File: config.mk
export PLATFORM = sky130hd
export DESIGN_NAME = f_fetch_unit
export DESIGN_NICKNAME = d
export VERILOG_FILES = /design/src/rtl/f_fetch_unit_pkg.sv /design/src/rtl/f_fetch_unit_f_d_reg.sv /design/src/rtl/f_fetch_unit.sv
export SDC_FILE = /design/constraint.sdc
export NUM_CORES = 1
export LEC_CHECK = 0
export ABC_AREA = 0
export CAP_MARGIN = 25
export CORE_MARGIN = 2
export CORE_UTILIZATION = 43
export CTS_CLUSTER_SIZE = 20
export DETAILED_ROUTE_END_ITERATION = 8
export GPL_TIMING_DRIVEN = 0
export HOLD_SLACK_MARGIN = 0.1
export PLACE_DENSITY = 0.88
export SLEW_MARGIN = 20
export SYNTH_ARGS = -nofsm -noshare
export SYNTH_HDL_FRONTEND = slang
export SYNTH_SLANG_ARGS = --single-unit
File: constraint.sdc
create_clock -name clk -period 2.6 [get_ports clk]
set_clock_uncertainty 0.15 [all_clocks]
set_input_delay 0.26 -clock clk [delete_from_list [all_inputs] [get_ports clk]]
set_output_delay 0.26 -clock clk [all_outputs]
set_load 0.1 [all_outputs]
File: src/rtl/f_fetch_unit_pkg.sv
// Shared definitions for the fetch stage: next-PC encodings, memory window
// constants and the F/D pipeline payload.
package f_fetch_unit_pkg;

    localparam int unsigned XLEN = 32;

    typedef enum logic [1:0] {
        NPC_PC4 = 2'd0,
        NPC_BR  = 2'd1,
        NPC_J   = 2'd2,
        NPC_JR  = 2'd3
    } npc_sel_e;

    localparam logic [XLEN-1:0] PC_RESET = 32'h0000_3000;
    localparam logic [XLEN-1:0] IM_BASE  = 32'h0000_3000;
    localparam logic [XLEN-1:0] IM_LAST  = 32'h0000_6FFC;
    localparam logic [XLEN-1:0] NOP      = 32'h0000_0000;

    typedef struct packed {
        logic [XLEN-1:0] instr;
        logic [XLEN-1:0] pc;
        logic [XLEN-1:0] adder;
        logic            exc_adel;
    } fd_t;

    // Fetch-address error: misaligned word or outside the instruction window.
    function automatic logic addr_err(
        input logic [XLEN-1:0] addr,
        input logic [XLEN-1:0] base,
        input logic [XLEN-1:0] last
    );
        return (addr[1:0] != 2'b00) || (addr < base) || (addr > last);
    endfunction

endpackage

File: src/rtl/f_fetch_unit_f_d_reg.sv
// F/D pipeline register with reset > clear > stall > load priority.
// A clear keeps the PC bookkeeping of the slot but turns the word into a bubble.
module f_d_reg
    import f_fetch_unit_pkg::*;
(
    input  logic clk,
    input  logic reset,
    input  logic clr,
    input  logic stall,
    input  fd_t  d,
    output fd_t  q
);

    always_ff @(posedge clk) begin
        if (reset) begin
            q <= '0;
        end else if (clr) begin
            q.instr    <= NOP;
            q.pc       <= d.pc;
            q.adder    <= d.adder;
            q.exc_adel <= 1'b0;
        end else if (!stall) begin
            q <= d;
        end
    end

endmodule

File: src/rtl/f_fetch_unit.sv
// Fetch stage: PC register, next-PC selection, fetch-window check and the
// F/D register feeding decode. Redirects from D apply after the delay slot.
module f_fetch_unit #(
    parameter logic [31:0] PC_RESET = f_fetch_unit_pkg::PC_RESET,
    parameter logic [31:0] IM_BASE  = f_fetch_unit_pkg::IM_BASE,
    parameter logic [31:0] IM_LAST  = f_fetch_unit_pkg::IM_LAST
) (
    input  logic        clk,
    input  logic        reset,
    input  logic        stall,
    input  logic        D_clr,
    input  logic [1:0]  D_npc_sel,
    input  logic [31:0] D_imm16_EXT,
    input  logic [31:0] D_imm26_EXT,
    input  logic [31:0] D_rs_fwd,
    input  logic [31:0] i_inst_rdata,
    output logic [31:0] i_inst_addr,
    output logic [31:0] D_instr,
    output logic [31:0] D_pc,
    output logic [31:0] D_adder,
    output logic        D_exc_adel
);

    logic [31:0]            F_pc;
    logic [31:0]            F_pc4;
    logic [31:0]            npc;
    logic                   F_adel;
    f_fetch_unit_pkg::fd_t  fd_d;
    f_fetch_unit_pkg::fd_t  fd_q;

    assign F_pc4  = F_pc + 32'd4;
    assign F_adel = f_fetch_unit_pkg::addr_err(F_pc, IM_BASE, IM_LAST);

    // Next-PC source chosen by the instruction currently in decode.
    always_comb begin
        npc = F_pc4;
        case (f_fetch_unit_pkg::npc_sel_e'(D_npc_sel))
            f_fetch_unit_pkg::NPC_PC4: npc = F_pc4;
            f_fetch_unit_pkg::NPC_BR:  npc = D_imm16_EXT;
            f_fetch_unit_pkg::NPC_J:   npc = D_imm26_EXT;
            f_fetch_unit_pkg::NPC_JR:  npc = D_rs_fwd;
            default:                   npc = F_pc4;
        endcase
    end

    always_ff @(posedge clk) begin
        if (reset) begin
            F_pc <= PC_RESET;
        end else if (!stall) begin
            F_pc <= npc;
        end
    end

    // An illegal fetch address never lets memory data into the pipe.
    always_comb begin
        fd_d          = '0;
        fd_d.instr    = F_adel ? f_fetch_unit_pkg::NOP : i_inst_rdata;
        fd_d.pc       = F_pc;
        fd_d.adder    = F_pc4;
        fd_d.exc_adel = F_adel;
    end

    f_d_reg u_f_d_reg (
        .clk   (clk),
        .reset (reset),
        .clr   (D_clr),
        .stall (stall),
        .d     (fd_d),
        .q     (fd_q)
    );

    assign i_inst_addr = F_pc;
    assign D_instr     = fd_q.instr;
    assign D_pc        = fd_q.pc;
    assign D_adder     = fd_q.adder;
    assign D_exc_adel  = fd_q.exc_adel;

endmodule

After elaboration in Yosys (flattened, before gate mapping). Index checks and enable logic that the tools add are counted.

Muxes and demuxes: 4. Add/subtract/negate cells: 1. Reduce and logical (&&, ||, !) cells: 5. Magnitude comparators: 2. Equal/unequal tests: 4.

Operators with widths (count): two-way mux 65 bit (2); one-hot mux 32 bit (4 select lines) (1); adder 32 x 3 -> 32 bit, second input constant (1); greater-than comparator 32 x 15 -> 1 bit, second input constant (1); < comparator 32 x 14 -> 1 bit, second input constant (1); two-way mux 32 bit (1); equality test 2 bit, second input constant (2); equality test 2 x 1 -> 1 bit, second input constant (1); zero test 2 bit (1); logical OR 1 bit (2); inequality test 2 x 1 -> 1 bit, second input constant (1); nonzero test 2 bit (1); OR reduction 2 bit (1).

Flip-flop bits (word level): 129.

Logic depth before layout (Yosys ltp).
Word-level depth: 5. Mapped depth: 8.

By module. From an unflattened synthesis, not the netlist that was laid out.

Cells, all modules: 834. Area, all modules: 7739.9 um^2.

By module, submodules not included: f_d_reg (cells each 400, instances 1, area each 4394.2 um^2, seq. area each 1941.9 um^2); f_fetch_unit (cells each 434, instances 1, area each 3345.7 um^2, seq. area each 640.6 um^2).

Worst setup path after synthesis. No wires, ideal clock.

Kind: reg-to-reg. Start point: register F_pc[2], in the netlist i_inst_addr[2]. End point: register u_f_d_reg.q[21] (netlist name). Period minus slack after synthesis: 1.911 ns. Setup time: 0.086 ns. Slack: 0.689 ns. Data arrival time: 1.675 ns. Cell stages (with the launch flop): 8. Data required time: 2.364 ns. Buffers on the path: 1. Cells stage by stage: dfxtp_1 ha_1 and4_1 buf_2 and3_1 nand4_1 xor2_1 a211oi_1.

Longest elaborated chain between the ends: 3.

RTL lines: start, declared (line f_fetch_unit.sv:24) `logic [31:0] F_pc;`; start signal, assigned (line f_fetch_unit.sv:50) `F_pc <= npc;`; adder 32 x 3 -> 32 bit * (line f_fetch_unit.sv:31) `assign F_pc4 = F_pc + 32'd4;`; two-way mux 65 bit (line f_fetch_unit_f_d_reg.sv:22) `end else if (!stall) begin`; two-way mux 65 bit * (line f_fetch_unit_f_d_reg.sv:17) `end else if (clr) begin`; end, declared (line f_fetch_unit_f_d_reg.sv:11) `output fd_t q`.

Every way passes the cells marked *; elsewhere a longest branch is shown, timed or not. The select of a mux whose other input is x is not followed. A chain may end at the register's enable or synchronous reset.

Worst setup path in the final report.
Start point: register F_pc[31], in the netlist i_inst_addr[31]. End point: output i_inst_addr[31].

RTL lines: end, declared (line f_fetch_unit.sv:17) `output logic [31:0] i_inst_addr,`.

No word-level cell between the ends.

==> out/qor.txt <==
Clock Sinks: 127
post-synthesis mux area share: 0.0521
CP required: 2.19 ns
WL final: 24,900 µm
clock insertion delay at the later pin of the skew report: 0.43 ns
final setup margin: 0.0270 ns
worst-margin pin slew: 1.04 ns
largest net degree at the start of global routing: 17
postcts setup bufs: 0
fill count: 1,253
Ys Warns: 0
CTS root buf: clkbuf_16
pre-CTS WS: 0.271 ns
setup violators final: 0
initial antenna violation count: 0
Worst setup EP type: primary output
ys flop type: dfxtp_1
power per cell area: 671 nW/µm²
Max-Cap Viols: 0
Ports: 263
cts hold-fix bufs: 0
Rows: 44
FF+latch count, synth: 127
Placeable Area: 14,400 µm²
number of synthesized flops with an enable pin: 0
clk buf depth: 2
# DRC: 0
Port Buffers: 258
Static Leakage: 0.00371 µW
outcome: finished, final reports clean
Area Growth Syn to Fin: 55.1%
nets@finish: 1,197
Routed WL per cell: 19.8 µm
Post-Synth Adder-Cell Area: 0.00200
Via Count: 7,056
Post-Syn Area per Cell: 7.99 µm²
first-pass GRT wire length: 37,500 µm
remaining antenna violation count: 0
R2R setup slack: 0.14 ns
die width: 125 µm
Synth Area in Compound Gates: 0.205
Clock Pin Slew Worst Setup and Hold Paths: 0.06 ns
HPWL after detailed placement: 19,000 µm
crit path time final: 2.57 ns
synth unique cells: 51
DRT Pass-1 Iters: 5
CTS tree: built
Fin Setup TNS: 0 ns
fraction of layout cells with a size suffix above 1: 0.0986
Syn Nets: 920
vias in the first global route: 6,806
CP Data Arrival Time: 2.16 ns
Slew Viols, Final: 0
via/cell ratio: 5.60
Seq/Total Area, Yosys: 0.406
remaining global-route overflow: 0
die area: 15,600 µm²
critical path class: reg -> out
main combinational cell family by area after synthesis: compound AO/OA/AOI/OAI gates
starting DRC count in detailed routing: 561
synthesized instance count: 785
initial core utilization: 0.436
unrepaired setup endpoints after global routing: false
gpl congestion: 0.965
htree depth: 4
Post-Synth Simple-Gate Area: 0.202
crit start category: flip-flop
fraction of registers with async set/reset: 0
path category of the worst min-delay check: in -> reg
Total GRT Usage: 0.311
Die Ht: 125 µm
cell area after synthesis: 6270 µm²
XOR/XNOR Fraction of Synth Area: 0.0405
clock buffer count from CTS: 17
fmax: 0.389 GHz
CP max FO: 4
Fin. Hold Viols: 0
relative slew slack: 0.304
part of the cycle the worst path needs: 0.990
worst IR drop on VDD: 0.477 mV
[timing repair]
action | 4_1_cts | 5_1_grt
gates resized for setup | 17 | 2
endpoints found under the setup margin | 17 | 2
pin swaps | 0 | 0
[flip-flops by register name (all words and copies together) (netlist names)]
signal       flops
i_inst_addr     32
u_f_d_reg.q     95
[critical path, cell delays in order (launching register included)]
cell             delay, ns
dfxtp_1               0.46
buf_4                 0.16
clkdlybuf4s50_1       1.12
[power breakdown]
part	internal, µW	switching [µW]	leakage [µW]
registers	2050	107	0.00104
clock network	1770	896	0.000312
logic	533	1160	0.00235
[cell type report]
| cell class | instances | area [µm²] | share of cell area |
|---|---|---|---|
| sequential | 127 | 2540 | 0.261 |
| multi-input combinational | 546 | 3150 | 0.323 |
| buffer | 106 | 559 | 0.0575 |
| inverter | 6 | 22.5 | 0.00232 |
| clock buffer | 22 | 474 | 0.0488 |
| tap | 184 | 230 | 0.0237 |
| timing repair buffer | 258 | 2570 | 0.264 |
| antenna | 1 | 2.50 | 0.000257 |
| clock inverter | 10 | 183 | 0.0188 |
[logic make-up (layout without fill, tap and decap cells)]
group | after synthesis | after routing
buffers and inverters | 112 | 402
DFF | 127 | 127
xor gates and xnor gates | 29 | 29
adders and majority gates | 1 | 1
muxes | 32 | 32
other | 0 | 1
AOI/OAI and AO/OA | 207 | 207
and+or+nand+nor | 277 | 277
[Yosys cell counts (all sizes together), types with 8 or more instances]
master  instances  area [µm²]
xnor2          14         123
nor2           68         255
xor2           15         131
a21oi         100         500
mux2i          27         270
clkbuf         42         159
dfxtp         127        2540
nand3          49         258
nand2         118         443
o21ai          23         115
buf            64         400
nand4           8        62.6
a211oi         56         425
[through the flow]
step	instances	cell area (µm²)	hold slack (ns)	utilization	power, µW
6_report	1260	9730	0.147	0.677	6520
5_1_grt	1259	9720	0.155	0.677	6670
4_1_cts	1259	9720	0.127	0.676	6500
3_5_place_dp	1227	9080	0.295	0.632	3890
3_3_place_gp	1227	9080	0.287	0.632	3870
2_1_floorplan	785	6270	0.278	-	3320
[layout by cell type (no fill, tap or decap), types with 20 or more instances in the layout]
| cell type | instances |
|---|---|
| clkdlybuf4s50_1 | 239 |
| dfxtp_1 | 127 |
| nand2_1 | 118 |
| a21oi_1 | 100 |
| nor2_1 | 68 |
| a211oi_1 | 55 |
| nand3_1 | 48 |
| clkbuf_1 | 43 |
| buf_4 | 34 |
| mux2i_1 | 27 |
| o21ai_0 | 22 |
| buf_2 | 20 |
[worst paths after layout]
check	startpoint	endpoint	cells after the start
worst max-delay path	i_inst_addr[31]	i_inst_addr[31]	2
worst min register to register	u_f_d_reg.q[57]	u_f_d_reg.q[57]	2
worst max register to register	i_inst_addr[9]	i_inst_addr[21]	6
worst min-delay path	reset	i_inst_addr[18]	3
[layer usage]
metal / vias up / global-route usage / wire length (µm)
met5: - / 0 / 0
met1: 3279 / 0.367 / 9840
li1: 3279 / - / -
met2: 428 / 0.522 / 11800
met3: 70 / 0.0855 / 2300
met4: 0 / 0.147 / 980
Power figures use the tool's default switching activity.
